<file path="src/rtl/uart_baud_gen_frac_if.sv">
// Control and tick bundle between the fractional baud generator and the
// UART transmitter/receiver. The master side programs the divisor and
// steers enable/sync; the slave side (the generator) returns the ticks.
interface uart_baud_gen_frac_if #(
  parameter int OVERSAMPLE = 16,
  parameter int INT_W      = 16,
  parameter int FRAC_W     = 4
);

  localparam int OS_W = $clog2(OVERSAMPLE);

  logic              en;
  logic              sync;
  logic              div_load;
  logic [INT_W-1:0]  div_int;
  logic [FRAC_W-1:0] div_frac;

  logic              s_tick;
  logic              b_tick;
  logic              m_tick;
  logic [OS_W-1:0]   os_phase;

  modport master (
    output en, sync, div_load, div_int, div_frac,
    input  s_tick, b_tick, m_tick, os_phase
  );

  modport slave (
    input  en, sync, div_load, div_int, div_frac,
    output s_tick, b_tick, m_tick, os_phase
  );

endinterface

</file>
<file path="src/rtl/uart_baud_gen_frac.sv">
// Fractional baud-rate generator. Each oversample period lasts act_int
// clocks, plus one more whenever the fraction accumulator overflows, so
// that over 2^FRAC_W periods exactly act_frac of them are stretched.
// Every period end raises s_tick; b_tick and m_tick mark the last and the
// middle oversample tick of each bit. A divisor loaded while running is
// held pending and swapped in at the next period boundary, so the period
// in flight always completes with the divisor it started with.
module uart_baud_gen_frac #(
  parameter int                OVERSAMPLE = 16,
  parameter int                INT_W      = 16,
  parameter int                FRAC_W     = 4,
  parameter logic [INT_W-1:0]  DEF_INT    = 16'd54,
  parameter logic [FRAC_W-1:0] DEF_FRAC   = 4'd4
) (
  input  logic                  clk,
  input  logic                  reset,
  uart_baud_gen_frac_if.slave   bus
);

  localparam int              OS_W    = $clog2(OVERSAMPLE);
  localparam logic [OS_W-1:0] OS_LAST = OS_W'(OVERSAMPLE - 1);
  localparam logic [OS_W-1:0] OS_MID  = OS_W'(OVERSAMPLE / 2 - 1);

  // Timing state: clocks into the current period, fractional remainder
  // and oversample position within the bit.
  logic [INT_W:0]      cnt;
  logic [FRAC_W-1:0]   acc;
  logic [OS_W-1:0]     os_cnt;

  // Divisor in use and a divisor waiting for the next period boundary.
  logic [INT_W-1:0]    act_int;
  logic [FRAC_W-1:0]   act_frac;
  logic [INT_W-1:0]    pend_int;
  logic [FRAC_W-1:0]   pend_frac;
  logic                pend_v;

  // Set once the generator has seen en high; the first enabled edge after
  // a stop behaves like a sync so the first period is a full P clocks.
  logic                run;

  logic                s_tick_q;
  logic                b_tick_q;
  logic                m_tick_q;

  logic [INT_W-1:0]    int_eff;
  logic [FRAC_W:0]     frac_sum;
  logic                carry;
  logic [INT_W:0]      period;
  logic [INT_W:0]      cnt_inc;
  logic                period_end;
  logic                restart;

  // Length of the period in flight and whether this edge closes it.
  // Integer divisors below 2 are clamped so a period is never shorter
  // than two clocks.
  always_comb begin
    int_eff    = (act_int < INT_W'(2)) ? INT_W'(2) : act_int;
    frac_sum   = {1'b0, acc} + {1'b0, act_frac};
    carry      = frac_sum[FRAC_W];
    period     = {1'b0, int_eff} + {{INT_W{1'b0}}, carry};
    cnt_inc    = cnt + {{INT_W{1'b0}}, 1'b1};
    period_end = (cnt_inc == period);
    restart    = bus.sync || !run;
  end

  // Main sequencer: stop / restart / period end / plain count, in that
  // priority, with divisor loading folded into each case.
  always_ff @(posedge clk) begin
    if (reset) begin
      cnt       <= '0;
      acc       <= '0;
      os_cnt    <= '0;
      act_int   <= DEF_INT;
      act_frac  <= DEF_FRAC;
      pend_int  <= '0;
      pend_frac <= '0;
      pend_v    <= 1'b0;
      run       <= 1'b0;
      s_tick_q  <= 1'b0;
      b_tick_q  <= 1'b0;
      m_tick_q  <= 1'b0;
    end else begin
      s_tick_q <= 1'b0;
      b_tick_q <= 1'b0;
      m_tick_q <= 1'b0;
      if (!bus.en) begin
        cnt    <= '0;
        acc    <= '0;
        os_cnt <= '0;
        run    <= 1'b0;
        if (bus.div_load) begin
          act_int  <= bus.div_int;
          act_frac <= bus.div_frac;
          pend_v   <= 1'b0;
        end
      end else if (restart) begin
        run    <= 1'b1;
        cnt    <= '0;
        acc    <= '0;
        os_cnt <= '0;
        if (bus.div_load) begin
          act_int  <= bus.div_int;
          act_frac <= bus.div_frac;
          pend_v   <= 1'b0;
        end else if (pend_v) begin
          act_int  <= pend_int;
          act_frac <= pend_frac;
          pend_v   <= 1'b0;
        end
      end else if (period_end) begin
        cnt      <= '0;
        acc      <= frac_sum[FRAC_W-1:0];
        os_cnt   <= os_cnt + OS_W'(1);
        s_tick_q <= 1'b1;
        b_tick_q <= (os_cnt == OS_LAST);
        m_tick_q <= (os_cnt == OS_MID);
        if (bus.div_load) begin
          act_int  <= bus.div_int;
          act_frac <= bus.div_frac;
          pend_v   <= 1'b0;
        end else if (pend_v) begin
          act_int  <= pend_int;
          act_frac <= pend_frac;
          pend_v   <= 1'b0;
        end
      end else begin
        cnt <= cnt_inc;
        if (bus.div_load) begin
          pend_int  <= bus.div_int;
          pend_frac <= bus.div_frac;
          pend_v    <= 1'b1;
        end
      end
    end
  end

  assign bus.s_tick   = s_tick_q;
  assign bus.b_tick   = b_tick_q;
  assign bus.m_tick   = m_tick_q;
  assign bus.os_phase = os_cnt;

endmodule

</file>
<file path="src/flat_wrapper.sv">
// flat-port wrapper written by rule: the top's interface ports become plain ports
module uart_baud_gen_frac_flat 
#(
  parameter int                OVERSAMPLE = 16,
  parameter int                INT_W      = 16,
  parameter int                FRAC_W     = 4,
  parameter logic [INT_W-1:0]  DEF_INT    = 16'd54,
  parameter logic [FRAC_W-1:0] DEF_FRAC   = 4'd4
)
  (clk, reset, bus_en, bus_sync, bus_div_load, bus_div_int, bus_div_frac, bus_s_tick, bus_b_tick, bus_m_tick, bus_os_phase);
  uart_baud_gen_frac_if #(.OVERSAMPLE(OVERSAMPLE), .INT_W(INT_W), .FRAC_W(FRAC_W)) bus_i ();
  input  logic clk;
  input  logic reset;
  input wire logic [$bits(bus_i.en)-1:0] bus_en;
  input wire logic [$bits(bus_i.sync)-1:0] bus_sync;
  input wire logic [$bits(bus_i.div_load)-1:0] bus_div_load;
  input wire logic [$bits(bus_i.div_int)-1:0] bus_div_int;
  input wire logic [$bits(bus_i.div_frac)-1:0] bus_div_frac;
  output wire logic [$bits(bus_i.s_tick)-1:0] bus_s_tick;
  output wire logic [$bits(bus_i.b_tick)-1:0] bus_b_tick;
  output wire logic [$bits(bus_i.m_tick)-1:0] bus_m_tick;
  output wire logic [$bits(bus_i.os_phase)-1:0] bus_os_phase;
  assign bus_i.en = bus_en;
  assign bus_i.sync = bus_sync;
  assign bus_i.div_load = bus_div_load;
  assign bus_i.div_int = bus_div_int;
  assign bus_i.div_frac = bus_div_frac;
  assign bus_s_tick = bus_i.s_tick;
  assign bus_b_tick = bus_i.b_tick;
  assign bus_m_tick = bus_i.m_tick;
  assign bus_os_phase = bus_i.os_phase;
  uart_baud_gen_frac #(.OVERSAMPLE(OVERSAMPLE), .INT_W(INT_W), .FRAC_W(FRAC_W), .DEF_INT(DEF_INT), .DEF_FRAC(DEF_FRAC)) u_core (.clk(clk), .reset(reset), .bus(bus_i));
endmodule
</file>
<file path="config.mk">
export PLATFORM = sky130hd
export DESIGN_NAME = uart_baud_gen_frac_flat
export DESIGN_NICKNAME = d
export VERILOG_FILES = /design/src/rtl/uart_baud_gen_frac_if.sv /design/src/rtl/uart_baud_gen_frac.sv /design/src/flat_wrapper.sv
export SDC_FILE = /design/constraint.sdc
export NUM_CORES = 1
export LEC_CHECK = 0
export BUFFER_PORTS_ARGS = -buffer_cell sky130_fd_sc_hd__buf_4
export CAP_MARGIN = 10
export CORE_MARGIN = 10
export CORE_UTILIZATION = 60
export CTS_CLUSTER_SIZE = 8
export DETAILED_ROUTE_END_ITERATION = 6
export GPL_ROUTABILITY_DRIVEN = 1
export HOLD_SLACK_MARGIN = 0.03
export PLACE_DENSITY = 0.8
export SYNTH_ARGS = -nofsm -noshare
export SYNTH_HDL_FRONTEND = slang
export SYNTH_SLANG_ARGS = --single-unit
export TNS_END_PERCENT = 1
</file>
<file path="constraint.sdc">
create_clock -name clk -period 8.7 [get_ports clk]
set_input_delay 0.87 -clock clk [delete_from_list [all_inputs] [get_ports clk]]
set_output_delay 0.87 -clock clk [all_outputs]
set_load 0.005 [all_outputs]
</file>
==> metrics.md <==
| Metric | Value |
|---|---|
| RR Startpoint | u_core.act_frac[0]$_SDFFE_PP0P_ |
| Wire per inst | 15.46 um |
| Fmax | 207.2 MHz |
| Internal power | 546.1 uW |
| Setup TNS | 0 ps |
| Setup Buffers After CTS | 0 |
| Nature of the critical path endpoint | register |
| PortBufs | 31 |
| Reg2reg end | u_core.act_int[10]$_SDFFE_PP0P_ |
| Worst-path clk slew | 80 ps |
| Tmin final | 4825 ps |
| Mapped Cells | 458 |
| CTS Buffer Depth | 2 |
| Drt via density | 5.699 |
| Post-DRT Antenna Nets | 0 |
| Post-synthesis register bit count | 70 |
| CTS sink cnt | 70 |
| Fraction of layout instances using a drive strength above 1 | 0.1653 |
| Max Slew Vio Count | 0 |
| # resized after CTS | 0 |
| CTS Buf Count | 9 |
| Most frequent cells in the layout | 70 x dfxtp_1, 50 x nor2_1, 46 x mux2i_1 |
| Worst Reg2Reg Path Length in Cells | 16 |
| Crit path kind | register to register |
| Core area | 6756 um2 |
| Synth Area per Inst | 9.097 um2 |
| Post-synth EDFFs | 0 |
| Antenna violations before repair | 0 |
| Clock network fraction of total power | 0.425 |
| Flop-to-flop setup slack | 3870 ps |
| ANT cells | 0 |
| Crit path max fanout | 20 |
| Most common cell after layout, fill and taps aside | dfxtp_1 |
| Final instance area | 4637 um2 |
| First-pass GRT wire length | 14660 um |
| Actual slew at the worst max-slew pin | 1209 ps |
| Worst Setup Start Kind | register |
| Asr flop ratio synth | 0 |
| Critical Path AT | 5060 ps |
| Die height | 103.3 um |
| Required time worst endpoint | 8940 ps |
| Die width | 103.3 um |
| Hpwl dp | 6338 um |
| Sequential power share | 0.472 |
| Final net count | 513 |
| # hold bufs at CTS | 0 |
| Mapped Area | 4166 um2 |
| Clock Skews | 8.795 ps |
| TritonCTS clock tree | built |
| Yosys top cell by area | dfxtp_1 |
| Outcome | complete, no violations |
| Hold path depth | 2 |
| Top_reg_cell synth | dfxtp_1 |
| Crit share post-route | 0.5546 |
| Die area | 10680 um2 |
| Ys Warns | 0 |
| Total grt overflow | 0 |
| MaxCap Viol Count | 0 |
| Comb pwr share | 0.104 |
| Synth cell types | 52 |
| Syn-to-layout area delta | 11.29% |
| Register area share after synthesis | 0.3363 |
| NetSw | 172.0 uW |
| Vias in the first global route | 3081 |
| Power Density | 154.9 nW/um2 |
| Starting Density | 0.6167 |
| Hold EP | u_core.pend_int[8]$_SDFFE_PP0P_ |
| Area after DPL | 4404 um2 |
| Total number of vias | 3214 |
| Core Rows | 30 |
| RSZ-0062 raised after global routing | no |
| GRT Total Usage | 0.1727 |
| Post-Route WL | 8718 um |
| Hold WS | 473.5 ps |
| DR DRC count | 0 |
| Pin count of the biggest net entering global routing | 86 |
| CTS H-tree depth | 3 |
| Final Hold Vio Count | 0 |
| Maximum vdd drop | 0.1084 mV |
| Synth top area share | 0.3363 |
| Clock latency at the later pin of the worst-skew pair | 360 ps |
| Hold Crit Class | register to register |
| Top cells by area, synth | dfxtp_1 34%, mux2i_1 11%, nand2b_1 6.3% |
| Initial detailed-routing violation count | 157 |
| Drt first pass iters | 4 |
| Setup violators final | 0 |
| Hold path start | u_core.pend_int[8]$_SDFFE_PP0P_ |
| Worst slew margin | 0.1937 |
| Clk root buf | clkbuf_8 |
| Syn nets | 492 |
| Final GP Congestion | 0.9134 |
| Leakage | 1.810 nW |
| Net Sw Frac | 0.2396 |
| I/O pins | 32 |
[power groups by stage]
stage	Clock [mW]	Sequential, mW	Combinational [mW]
after floorplan	0	0.341	0.0588
after global placement	0	0.345	0.0723
after detailed placement	0	0.346	0.0739
after CTS	0.310	0.338	0.0747
after global routing	0.326	0.339	0.0818
final	0.305	0.339	0.0743
[per-layer routing]
metal  global-route usage  part of all wire  routed length, um  vias up
li1                     -                 -                  -     1634
met1               0.2225              0.47               4087     1487
met2               0.2657              0.46               3986       82
met3              0.05249             0.060                527       11
met4              0.06417             0.013                116        0
met5                    0                 0                  0        -
[worst max-delay path, cell delays in order (launching register included)]
cell      delay [ps]
dfxtp_1          340
ha_1             160
inv_1             50
fa_1             390
nor2b_1          110
o21ai_0           80
nand2b_1          80
ha_1             180
ha_1             210
nand4_1          210
o31ai_1          340
and2_1           200
nor3b_1          250
a2bb2o_4         240
or4_1            680
o21a_1           670
mux2_4           490
[cell type report]
class                           instances  area [um2]
Inverter                               12       45.04
Multi-Input combinational cell        354        2618
Sequential cell                        70        1401
Fill cell                             544        2120
Timing Repair Buffer                   32       240.2
Clock inverter                          5       81.33
Tap cell                               80       100.1
Clock buffer                           11       151.4
[synthesized netlist by cell type (2+ instances only)]
master,count
dfxtp_1,70
nor2_1,50
mux2i_1,46
nand2b_1,42
xnor2_1,23
nand2_1,20
nand3_1,18
nor2b_1,18
mux2_4,15
xor2_1,13
inv_1,12
clkbuf_1,11
nor4_1,10
nand4_1,9
nor3_1,9
o21ai_0,9
ha_1,8
a21oi_1,7
and3_1,5
buf_2,5
mux2_2,5
and4_1,4
nor4_2,4
or3_1,4
and2_1,3
buf_4,3
or4_1,3
a211oi_1,2
a21o_1,2
buf_6,2
o2111ai_1,2
o21a_1,2
o31ai_1,2
or2_2,2
[through the flow]
stage               std cells  worst slack, ps    util  power, mW
global route              564             3475  0.6863     0.7467
floorplan                 458             4823       -     0.3997
detailed placement        548             3930  0.6519     0.4195
finish                    564             3875  0.6863     0.7181
global placement          548             4074  0.6519     0.4174
CTS                       564             3894  0.6863     0.7233
[kinds of logic after synthesis]
group,Yosys count,share of synthesized area
buffers and inverters,34,0.03844
and+or+nand+nor,206,0.2718
xor gates and xnor gates,38,0.08679
AOI/OAI and AO/OA,35,0.05976
adders and majority gates,9,0.02883
DFF,70,0.3363
muxes,66,0.1781
[how the worst max path moves through the flow]
stage                     cells after the start                       startpoint                              end  slack (ps)
final                                        16  u_core.act_frac[0]$_SDFFE_PP0P_  u_core.act_int[10]$_SDFFE_PP0P_        3870
after global routing                         16       u_core.acc[0]$_SDFFE_PP0N_  u_core.act_int[10]$_SDFFE_PP0P_        3470
after CTS                                    16  u_core.act_frac[0]$_SDFFE_PP0P_  u_core.act_int[10]$_SDFFE_PP0P_        3890
after detailed placement                     16  u_core.act_frac[0]$_SDFFE_PP0P_  u_core.act_int[11]$_SDFFE_PP0P_        3930
after global placement                       16       u_core.acc[0]$_SDFFE_PP0N_  u_core.act_int[13]$_SDFFE_PP0P_        4070
after floorplan                              17  u_core.act_frac[0]$_SDFFE_PP0P_  u_core.act_frac[3]$_SDFFE_PP0P_        4820
[sequential cells by signal (all words and copies together), names as in the netlist, 4 cells and up]
register and cells:
u_core.act_int 16, u_core.act_frac 4, u_core.pend_int 16, u_core.bus.os_phase 4, u_core.pend_frac 4, u_core.acc 4, u_core.cnt 17
No activity file was read; power rests on OpenSTA's default activity.
